===== config.mk =====
export PLATFORM = sky130hd
export DESIGN_NAME = vending_scheduler
export DESIGN_NICKNAME = d
export VERILOG_FILES = /design/src/rtl/vending_scheduler.sv
export SDC_FILE = /design/constraint.sdc
export NUM_CORES = 1
export LEC_CHECK = 0
export CORE_MARGIN = 2
export CORE_UTILIZATION = 50
export CTS_CLUSTER_DIAMETER = 40
export DETAILED_ROUTE_END_ITERATION = 8
export PLACE_DENSITY = 0.8
export SLEW_MARGIN = 20
export SYNTH_ARGS = -nofsm -noshare
export SYNTH_HDL_FRONTEND = slang
export SYNTH_SLANG_ARGS = --single-unit

===== constraint.sdc =====
create_clock -name clk -period 3.5 [get_ports clk]
set_input_delay 0.7 -clock clk [delete_from_list [all_inputs] [get_ports clk]]
set_output_delay 0.7 -clock clk [all_outputs]
set_load 0.005 [all_outputs]

===== src/rtl/vending_scheduler.sv =====
// vending_scheduler: configures one Vending machine, then time-shares it
// between NK kiosks, one session at a time, in round-robin order.
module vending_scheduler #(
   parameter int NK      = 2,
   parameter int TIMEOUT = 15
) (
   input  logic            clk,
   input  logic            rst,
   input  logic            cfg_valid,
   input  logic [7:0]      cfg_data,
   output logic            cfg_ready,
   input  logic [NK-1:0]   req,
   input  logic [8*NK-1:0] k_mi,
   input  logic [2*NK-1:0] k_sel,
   input  logic [NK-1:0]   k_re,
   output logic [NK-1:0]   gnt,
   output logic [NK-1:0]   k_done,
   output logic [7:0]      k_mo,
   output logic [1:0]      k_po,
   output logic            run,
   output logic            v_rst,
   output logic [7:0]      v_di,
   output logic [7:0]      v_mi,
   output logic [1:0]      v_sel,
   output logic            v_re,
   input  logic [7:0]      v_mo,
   input  logic [1:0]      v_po,
   input  logic            v_empty
);

   localparam int PW = (NK > 1) ? $clog2(NK) : 1;
   localparam int IW = $clog2(TIMEOUT + 1);

   typedef enum logic [2:0] {
      CFG, LOAD_RST, LOAD, ARB, SERVE, SETTLE
   } state_t;

   state_t        state, state_n;
   logic [2:0]    idx;
   logic [7:0]    cfg_buf [6];
   logic [PW-1:0] ptr, pick, cand, gidx;
   logic [IW-1:0] idle;
   logic          end_req;
   logic          any_req;
   logic [7:0]    s_mi;
   logic [1:0]    s_sel;
   logic          s_re, s_req;
   logic          act, stop, forced, done;

   // round-robin pick: first requester at or after ptr
   always_comb begin
      pick    = ptr;
      cand    = ptr;
      any_req = 1'b0;
      for (int i = 0; i < NK; i++) begin
         cand = PW'((int'(ptr) + i) % NK);
         if (!any_req && req[cand]) begin
            any_req = 1'b1;
            pick    = cand;
         end
      end
   end

   // select the owning kiosk's inputs from the one-hot grant
   always_comb begin
      gidx  = '0;
      s_mi  = '0;
      s_sel = '0;
      s_re  = 1'b0;
      s_req = 1'b0;
      for (int i = 0; i < NK; i++) begin
         if (gnt[i]) begin
            gidx  = PW'(i);
            s_mi  = k_mi[8*i +: 8];
            s_sel = k_sel[2*i +: 2];
            s_re  = k_re[i];
            s_req = req[i];
         end
      end
   end

   assign act    = (s_mi != 8'd0) | (s_sel != 2'd0) | s_re;
   assign stop   = (s_sel != 2'd0) | s_re;
   assign forced = !s_req | (idle == IW'(TIMEOUT));
   assign done   = (v_po != 2'd0) | v_empty | end_req;

   // state register
   always_ff @(posedge clk) begin
      if (rst) state <= CFG;
      else     state <= state_n;
   end

   // next-state logic
   always_comb begin
      state_n = state;
      unique case (state)
         CFG:      if (cfg_valid && idx == 3'd5) state_n = LOAD_RST;
         LOAD_RST: state_n = LOAD;
         LOAD:     if (idx == 3'd5) state_n = ARB;
         ARB:      if (any_req) state_n = SERVE;
         SERVE:    if (forced || stop) state_n = SETTLE;
         SETTLE:   state_n = done ? ARB : SERVE;
         default:  state_n = CFG;
      endcase
   end

   // outputs decoded from state; forced refund masks kiosk inputs
   always_comb begin
      cfg_ready = (state == CFG);
      v_di      = '0;
      v_mi      = '0;
      v_sel     = '0;
      v_re      = 1'b0;
      if (state == LOAD) v_di = cfg_buf[idx];
      if (state == SERVE) begin
         if (forced) begin
            v_re = 1'b1;
         end else begin
            v_mi  = s_mi;
            v_sel = s_sel;
            v_re  = s_re;
         end
      end
   end

   // config buffer, session bookkeeping and registered results
   always_ff @(posedge clk) begin
      if (rst) begin
         idx     <= '0;
         cfg_buf <= '{default: 8'd0};
         ptr     <= '0;
         idle    <= '0;
         end_req <= 1'b0;
         gnt     <= '0;
         k_done  <= '0;
         k_mo    <= '0;
         k_po    <= '0;
         run     <= 1'b0;
         v_rst   <= 1'b1;
      end else begin
         k_done <= '0;
         v_rst  <= (state_n == CFG) || (state_n == LOAD_RST);
         unique case (state)
            CFG: begin
               if (cfg_valid) begin
                  cfg_buf[idx] <= cfg_data;
                  idx <= (idx == 3'd5) ? 3'd0 : idx + 3'd1;
               end
            end
            LOAD_RST: idx <= '0;
            LOAD: begin
               idx <= (idx == 3'd5) ? 3'd0 : idx + 3'd1;
               if (idx == 3'd5) run <= 1'b1;
            end
            ARB: begin
               if (any_req) begin
                  gnt  <= NK'(1) << pick;
                  idle <= '0;
               end
            end
            SERVE: begin
               if (act) idle <= '0;
               else if (idle != IW'(TIMEOUT)) idle <= idle + 1'b1;
               if (forced) end_req <= 1'b1;
               else if (stop) end_req <= s_re;
            end
            SETTLE: begin
               if (done) begin
                  k_mo   <= v_mo;
                  k_po   <= v_po;
                  k_done <= gnt;
                  gnt    <= '0;
                  ptr    <= (int'(gidx) == NK - 1) ? '0 : gidx + 1'b1;
               end else begin
                  idle <= '0;
               end
            end
            default: ;
         endcase
      end
   end

endmodule


==> reports/qor.csv <==
metric,value,unit
timing.final.crit_share,0.938,
nets,520,
numCtsBuffers,9,
post_cts_buffers,0,
layout-drive-gt1-share,0.0962,
track_usage,0.237,
core_area,7140,um2
syn_area,3620,um2
seq_area,1520,um2
worstRegToRegCells,5,
drc,0,
rsz0062_at_grt,no,
power.leakage,1.63,nW
finalPower,1.76,mW
yosysSeqAreaShare,0.421,
gp_congestion,0.820,
final_cell_mix,"clkdlybuf4s50_1 (80), dfxtp_1 (76), nor2_1 (71), nand2_1 (47), mux2i_1 (41)",
cts_tree,done,
cp-start-kind,input pin,
hold_violations,0,
grt_max_degree,48,
ys_seq_elements,76,
postSynthAreaPerCell,9.02,um2
vias,3200,
start_util,0.507,
required,2.80,ns
drt_first_iter_violations,165,
overflow,0,
hp-class,flop to flop,
crit_cells,6,
worst_pin_slew,0.842,ns
final_util,0.657,
powerDensity,376,nW/um2
final_antenna_net_count,0,
clkTransAtPathRegs,0.09,ns
layout_commonest_cell,clkdlybuf4s50_1,
setup_viol,0,
slowest_stage,clkdlybuf4s50_1,
grt_pass1_vias,3068,
diodes,0,
die_w,89.0,um
worstPathMaxFanout,9,
critPathTopFamily,buffers and inverters,
syn-num-nets,448,
area_growth,29.7,%
multi_input_area,1960,um2
ys_warn_count,0,
die-area,7930,um2
first_pass_iters,4,
rr_startpoint,gnt[1],
path_class,input pin to output port,
finalWorstPathRequiredPeriod,3.28,ns
fillCellCount,620,
status,completed,
routed_wl,9010,um
cts_sinks,76,
clockBufferDepth,2,
ys_types,44,
r2r_end,idle[2],
cts-htree-levels,3,
power_frac_comb,0.098,
switching_power,434,uW
synth_edf_count,0,
clock_latency,0.36,ns
vias_per_cell,5.55,
synthFlopType,dfxtp_1,
ioPinCount,82,
dpl_worst_slack,0.213,ns
p_int,1.33,mW
postSynthCellCount,401,
fmax,305,MHz
crit_path_start,req[1],
ir_drop,0.390,mV
cp_num_buf_inv,2,
finClkSkew,0.0130,ns
cts-root-buf,clkbuf_8,
timing.final.ws_setup,0.218,ns
stdcell_count,577,
crit_end,v_mi[4],
max_stage_delay,0.57,ns
drv_slew,0,
cp_cell_sequence,"clkdlybuf4s50_1, nand2_1, a21oi_1, nand2_1, nor2_1, clkdlybuf4s50_1",
io_buffers,81,
worstSetupEndpointType,output port,
cp.arrival,2.58,ns
reg2reg_slack,1.16,ns
rows,31,
setup_tns,0,ns
slew_headroom,0.438,
cap_viol_max_count,0,
p_clk_frac,0.395,
p_seq_frac,0.507,
dp_cells,561,
die_h,89.0,um
avgRoutedWirePerCell,15.6,um
hold_buffers,0,
antenna_found_initial,0,
p_sw_frac,0.246,
place_hpwl,6420,um
synthArstFlopShare,0,
grt_pass1_wl,14500,um
post_cts_resized,0,
-- worst min-delay path by stage --
stage / from / end / slack, ns / cells past startpoint
4_1_cts: cfg_buf[1] / cfg_buf[1] / 0.46 / 2
6_report: cfg_buf[1] / cfg_buf[1] / 0.46 / 2
3_3_place_gp: cfg_buf[4] / cfg_buf[4] / 0.43 / 2
5_1_grt: cfg_buf[4] / cfg_buf[4] / 0.48 / 2
2_1_floorplan: cfg_buf[0] / cfg_buf[0] / 0.43 / 2
3_5_place_dp: cfg_buf[1] / cfg_buf[1] / 0.44 / 2
-- cell usage after synthesis, types with 5 or more instances --
cell type  number  share of area
nor2_1         71          0.074
mux4_2          8          0.050
mux2i_1        41           0.11
a22oi_1        19          0.039
nand2_1        47          0.049
clkbuf_1       14          0.015
nor3b_1         5          0.010
nor4_1          5         0.0087
and3_1          5         0.0087
mux2_2          8          0.025
nand3_1         5         0.0069
a21oi_1        32          0.044
buf_2           7         0.0097
dfxtp_1        76           0.42
o21ai_0         7         0.0097
-- layout make-up --
| cell class | instances | area share |
|---|---|---|
| Multi-Input combinational cell | 295 | 0.418 |
| Clock buffer | 10 | 0.0293 |
| Tap cell | 99 | 0.0264 |
| Clock inverter | 6 | 0.0149 |
| Inverter | 4 | 0.00320 |
| Sequential cell | 76 | 0.324 |
| Timing Repair Buffer | 87 | 0.184 |
-- power by group through the flow --
stage | combinational [mW] | sequential, mW | clock, mW
2_1_floorplan | 0.0947 | 0.905 | 0
3_3_place_gp | 0.168 | 0.913 | 0
3_5_place_dp | 0.172 | 0.914 | 0
4_1_cts | 0.173 | 0.894 | 0.705
5_1_grt | 0.186 | 0.896 | 0.741
6_report | 0.173 | 0.894 | 0.698
-- metal layers --
| layer | global-route usage | vias to the layer above | part of all wire |
|---|---|---|---|
| li1 | - | 1571 | - |
| met1 | 0.283 | 1527 | 0.43 |
| met2 | 0.425 | 96 | 0.49 |
| met3 | 0.0554 | 6 | 0.070 |
| met4 | 0.0706 | 0 | 0.011 |
| met5 | 0 | - | 0 |
-- state kept, by name, indices dropped and copies added (netlist names), 2 cells and up --
register,count
gnt,2
idle,4
cfg_buf,48
idx,3
state,3
k_po,2
k_done,2
k_mo,8
-- worst reg2reg max path: stages, from the launching register on --
cell and delay [ns]:
dfxtp_1 0.73, nor2b_1 0.35, a22o_1 0.29, a211oi_1 0.46, o211ai_1 0.17, a211oi_1 0.26
-- through the flow --
stage,area [um2],hold WS [ns]
after floorplan,3620,0.428
after global placement,4480,0.434
after detailed placement,4480,0.445
after CTS,4690,0.455
after global routing,4690,0.475
final,4690,0.459
-- cells by family (layout without fill, tap and decap cells) --
group | Yosys count | after routing | synth area share
simple gates | 158 | 158 | 0.204
flops | 76 | 76 | 0.421
xor+xnor | 1 | 1 | 0.00242
buf+inv | 30 | 107 | 0.0377
mux | 57 | 57 | 0.188
compound gates | 78 | 78 | 0.143
fa+ha+maj | 1 | 1 | 0.00346
Note: power is estimated with default switching activity, not from simulation.
==> patch 1: new RTL, same settings <==
Change the parameter `NK` from 2 to 8.
--- a/src/rtl/vending_scheduler.sv
+++ b/src/rtl/vending_scheduler.sv
@@ -3,3 +3,3 @@
 module vending_scheduler #(
-   parameter int NK      = 2,
+   parameter int NK      = 8,
    parameter int TIMEOUT = 15
Ports: changed (6 resized); port bits go from 82 to 166. The function was not compared with the original's and may differ.
==> patch 1 against the unedited design <==
  * Power up 22%
  * Sequential cell count is 14 higher
  * Synthesized area is 50% higher
  * Critical path type unchanged
  * Routed wire length grew 98%
  * First-iteration DRC count grew to 3.2 times the old value
  * Clock power up 14%
  * Setup slack worse by 0.21 ns
  * Cell area increased by 64%
==> patch 1: results (changes against the unedited design) <==
The TritonCTS buffer count was 9 (unchanged); the stage delay of the slowest cell on the critical path was 0.51 ns (was 0.57 ns). Total routing usage reported by global routing: 0.300 (was 0.237). The sum of net half-perimeters after detailed placement is 13.4 mm (was 6.42 mm). For the number of inserted diodes, the log shows 0 (unchanged). The tools report the leakage power as 3.00 nW (was 1.63 nW).

The setup skew after layout is 0.0142 ns (was 0.0130 ns). The tools report the cell at the root of the clock tree as sky130_fd_sc_hd__clkbuf_8 (unchanged). The ratio of cells with drive above 1 in the final layout was 0.151 (was 0.0962). The master of the slowest instance on the critical path was sky130_fd_sc_hd__clkdlybuf4s50_1 (unchanged). For the via count of the first global-routing pass, the log shows 5561 (was 3068). The number of violations reported at the end of detailed-routing iteration 0 was 521 (was 165).

The post-synth net total is 756 (was 448), and the H-tree depth reported by CTS is 3 (unchanged). The run gives 8.90 mm (was 4.42 mm) as the routed length on met2. Largest register by flop count: cfg_buf (unchanged). Maximum buffer depth of the clock tree: 2 (unchanged).

The amount of wire on met3 after detailed routing is 1.04 mm (was 630 um), and the vias per cell is 5.97 (was 5.55). The pin count of the biggest net entering global routing is 46 (was 48), and the initial antenna violation count is 0 (unchanged). Area after detailed placement: 0.00739 mm2 (was 0.00448 mm2). The routability congestion estimate from global placement was 0.976 (was 0.820); the number of search-and-repair iterations in the first detailed-routing pass was 5 (was 4).

The tools report the wire length on met1 as 7.47 mm (was 3.86 mm). Top post-synthesis cells by area: sky130_fd_sc_hd__dfxtp_1, sky130_fd_sc_hd__mux2i_1, sky130_fd_sc_hd__mux4_2, sky130_fd_sc_hd__nor2_1, sky130_fd_sc_hd__nand2_1 (was sky130_fd_sc_hd__dfxtp_1, sky130_fd_sc_hd__mux2i_1, sky130_fd_sc_hd__nor2_1, sky130_fd_sc_hd__mux4_2, sky130_fd_sc_hd__nand2_1). The run finished with clean final reports. Top cells by instance count after synthesis: sky130_fd_sc_hd__dfxtp_1, sky130_fd_sc_hd__nor2_1, sky130_fd_sc_hd__nand2_1, sky130_fd_sc_hd__mux2i_1, sky130_fd_sc_hd__a21oi_1 (unchanged). The transition time at the pin with the least slew margin came out at 0.847 ns (was 0.842 ns). The average routed wire per standard cell is 18.6 um (was 15.6 um), and the number of port buffers is 165 (was 81). Wire length of the first global-routing pass: 27.8 mm (was 14.5 mm). Number of library cell types mapped by synthesis: 64 (was 44). The path type of the worst min-delay path was flip-flop to flip-flop (unchanged). For the number of fillers in the final layout, the log shows 814 (was 620).

The tools report the clock latency on the worst-skew pair as 0.36 ns (about the same). The arrival time at the worst endpoint was 2.80 ns (was 2.58 ns). The top routing layer in use was met4 (unchanged).

Fraction of registers with async set/reset: 0 (unchanged). The CTS clock-pin slew for the worst setup and hold paths is 0.09 ns (about the same), and the final-stage net count is 938 (was 520). The flip-flop count of the largest register, all copies and words added is 48 (unchanged). The logs give 0 (unchanged) for the number of warnings printed during yosys synthesis and 0.000271 V (was 0.000390 V) for the worst vdd rail ir drop. The maximum fanout along the worst path is 7 (was 9), and the sequential share of the synthesized area is 0.332 (was 0.421).
[patch 1: cell count changes after synthesis, sizes merged, moves of 12 or more]
cell,before,now
nand3,6,18
o21ai,7,28
dfxtp,76,90
clkbuf,14,30
inv,4,17
nor2b,3,17
nand2,47,68
[patch 1: worst paths after layout]
path / slack [ns] / from / cells past startpoint / endpoint
max reg2reg: 0.25 / ptr[1] / 10 / idle[2]
max: 0.004 / req[0] / 10 / v_sel[1]
min reg2reg: 0.46 / cfg_buf[1] / 2 / cfg_buf[1]
min: 0.46 / cfg_buf[1] / 2 / cfg_buf[1]
[patch 1: area by class of cell]
| class | count | area (um2) | area share |
|---|---|---|---|
| inverters | 17 | 63.8 | 0.00831 |
| clock inverters | 6 | 87.6 | 0.0114 |
| flip-flops and latches | 90 | 1800 | 0.235 |
| clock buffers | 10 | 138 | 0.0179 |
| well taps | 140 | 175 | 0.0228 |
| repair buffers | 211 | 2000 | 0.260 |
| multi-input cells | 486 | 3420 | 0.445 |
[patch 1: power breakdown]
| group | switching (mW) | leakage (nW) | internal [mW] |
|---|---|---|---|
| clock network | 0.375 | 0.117 | 0.423 |
| registers | 0.0164 | 0.728 | 1.04 |
| logic | 0.118 | 2.16 | 0.190 |
[patch 1: through the flow]
stage / power (mW) / TNS [ns] / worst slack (ns) / instances / hold WS [ns]
5_1_grt: 2.24 / -0.253 / -0.0701 / 960 / 0.483
3_3_place_gp: 1.37 / -2.94 / -0.299 / 940 / 0.439
2_1_floorplan: 1.19 / 0 / 0.241 / 633 / 0.433
6_report: 2.16 / 0 / 0.00440 / 960 / 0.461
3_5_place_dp: 1.38 / -2.66 / -0.288 / 940 / 0.448
4_1_cts: 2.16 / 0 / 0.0000495 / 957 / 0.461
[patch 1: critical path: cells and delay by family]
kind	cells	cell delay, ns
AOI/OAI and AO/OA	4	0.75
buffers and inverters	4	1.07
and+or+nand+nor	2	0.28
[patch 1: cells by family after synthesis]
| group | share of synthesized area |
|---|---|
| simple gates | 0.205 |
| compound gates | 0.214 |
| flops | 0.332 |
| mux | 0.188 |
| buf+inv | 0.0427 |
| fa+ha+maj | 0.0115 |
| xor+xnor | 0.00646 |
[patch 1: timing repair]
action	CTS	global route
setup buffers	1	3
pin swaps	1	1
resized for setup	13	9
endpoints found under the setup margin	11	7
[patch 1: layer usage]
layer / GRT usage / vias to the layer above
met2: 0.509 / 207
met5: 0 / -
li1: - / 2701
met3: 0.0440 / 36
met1: 0.393 / 2785
met4: 0.102 / 0
==> patch 2: new RTL, config.mk and constraints unchanged <==
Without the edit above. Register the inputs `cfg_valid` and `cfg_data` before use, without a reset. The logic sees them one clock later. The other inputs are not delayed to match.
--- a/src/rtl/vending_scheduler.sv
+++ b/src/rtl/vending_scheduler.sv
@@ -36,2 +36,10 @@
    } state_t;
+
+   logic cfg_valid_q;
+   logic [7:0] cfg_data_q;
+
+   always_ff @(posedge clk) begin
+      cfg_valid_q <= cfg_valid;
+      cfg_data_q  <= cfg_data;
+   end
 
@@ -96,3 +104,3 @@
       unique case (state)
-         CFG:      if (cfg_valid && idx == 3'd5) state_n = LOAD_RST;
+         CFG:      if (cfg_valid_q && idx == 3'd5) state_n = LOAD_RST;
          LOAD_RST: state_n = LOAD;
@@ -144,4 +152,4 @@
             CFG: begin
-               if (cfg_valid) begin
-                  cfg_buf[idx] <= cfg_data;
+               if (cfg_valid_q) begin
+                  cfg_buf[idx] <= cfg_data_q;
                   idx <= (idx == 3'd5) ? 3'd0 : idx + 3'd1;
Check against the original RTL: not equivalent (a bounded check fails within 10 cycles, from zero or initial values and one cycle with rst high).
==> patch 2 against the unedited design <==
  * Setup slack improved by 0.026 ns
  * Sequential cell count rose by 9
  * Critical endpoint is now v_sel[1]
  * First-iteration DRC count rose by 21%
  * Cell area rose by 3.7%
  * Synthesized area rose by 4.8%
  * Cell count rose by 5.4%
  * Routed wire length rose by 5.9%
  * Die area rose by 4.6%
  * Non-clock buffer count rose by 5
  * Largest power group unchanged
  * Largest cell class unchanged
  * Global-route usage fell by 0.35 points
  * Critical path type unchanged
  * Clock skew fell by 0.0080 ns
  * Power rose by 6.2%
  * Core utilization rose by 0.95 points
==> patch 2: results (changes against the unedited design) <==
The capturing point of the worst reg2reg path was cfg_buf[0] (was idle[2]). The worst slack at placement was 0.262 ns (was 0.213 ns). Biggest regs: cfg_buf: 48 flops, cfg_data_q: 8 flops, k_mo: 8 flops (was cfg_buf: 48 flops, k_mo: 8 flops, idle: 4 flops).

The logs give 600 (was 620) for the number of fillers in the final layout and 307 MHz (was 305 MHz) for the fmax. The run gives 691 um (was 630 um) as the amount of wire on met3 after detailed routing. The final-stage net count was 551 (was 520); the ratio of cells with drive above 1 in the final layout was 0.104 (was 0.0962). The stage delay of the slowest cell on the critical path came out at 0.53 ns (was 0.57 ns).

Minimum hold slack: 0.456 ns (was 0.459 ns). The sequential share of the synthesized area is 0.449 (was 0.421). The run finished with clean final reports. The vias per cell is 5.67 (was 5.55). The run gives 0.853 (was 0.820) as the routability congestion estimate from global placement. For the routed length on met2, the log shows 4.57 mm (was 4.42 mm). The end point of the most critical hold path is k_mo[5] (was cfg_buf[1]). Number of library cell types mapped by synthesis: 43 (was 44). The logs give 199 (was 165) for the number of violations reported at the end of detailed-routing iteration 0 and 429 (was 401) for the number of standard cells after synthesis.

The wire length of the first global-routing pass is 15.7 mm (was 14.5 mm), and the setup skew after layout is 0.00499 ns (was 0.0130 ns). Top post-synthesis cells by area: sky130_fd_sc_hd__dfxtp_1, sky130_fd_sc_hd__mux2i_1, sky130_fd_sc_hd__a21oi_1, sky130_fd_sc_hd__nand2_1, sky130_fd_sc_hd__nor2_1 (was sky130_fd_sc_hd__dfxtp_1, sky130_fd_sc_hd__mux2i_1, sky130_fd_sc_hd__nor2_1, sky130_fd_sc_hd__mux4_2, sky130_fd_sc_hd__nand2_1). Average routed wire per standard cell: 15.7 um (was 15.6 um). The via count of the first global-routing pass was 3278 (was 3068); the routing usage on met2 was 0.381 (was 0.425). Top cells by instance count after synthesis: sky130_fd_sc_hd__dfxtp_1, sky130_fd_sc_hd__nand2_1, sky130_fd_sc_hd__nor2_1, sky130_fd_sc_hd__a21oi_1, sky130_fd_sc_hd__nand3_1 (was sky130_fd_sc_hd__dfxtp_1, sky130_fd_sc_hd__nor2_1, sky130_fd_sc_hd__nand2_1, sky130_fd_sc_hd__mux2i_1, sky130_fd_sc_hd__a21oi_1). The core utilization of the finished layout was 0.667 (was 0.657); the met3 usage in global routing was 0.0432 (was 0.0554). The sum of net half-perimeters after detailed placement is 6.67 mm (was 6.42 mm), and the worst slew slack as a fraction of its limit is 0.452 (was 0.438). The run gives 1.65 nW (was 1.63 nW) as the leakage power. Number of search-and-repair iterations in the first detailed-routing pass: 5 (was 4). Detailed-route via count: 3448 (was 3200). The total routing usage reported by global routing is 0.234 (was 0.237). The pin count of the biggest net entering global routing came out at 40 (was 48). The run gives 4.15 mm (was 3.86 mm) as the wire length on met1.

For the arrival time at the worst endpoint, the log shows 2.56 ns (was 2.58 ns).
==> patch 2: worst register-to-register path, delay by kind of cell (launching register included) <==
family	cells	cell delay (ns)
DFF	1	0.77
buffers and inverters	1	0.28
and+or+nand+nor	3	1.00
AOI/OAI and AO/OA	1	0.07
==> patch 2: area by class of cell <==
| type | instances | share of cell area |
|---|---|---|
| inverters | 5 | 0.00386 |
| multi-input cells | 311 | 0.397 |
| well taps | 99 | 0.0255 |
| clock inverters | 5 | 0.0121 |
| repair buffers | 92 | 0.183 |
| clock buffers | 11 | 0.0291 |
| flip-flops and latches | 85 | 0.350 |
==> patch 2: cell families after synthesis <==
logic type               Yosys count  synth area share
multiplexers                      41             0.137
AO/OA/AOI/OAI                     88             0.144
adder cells (fa/ha/maj)            1           0.00330
flip-flops                        85             0.449
buffers and inverters             33            0.0423
AND/OR/NAND/NOR                  181             0.224
==> patch 2: report_power, final <==
part	switching [mW]	internal, mW
sequential	0.0231	0.987
clock	0.349	0.351
combinational	0.0738	0.0906
total	0.446	1.43
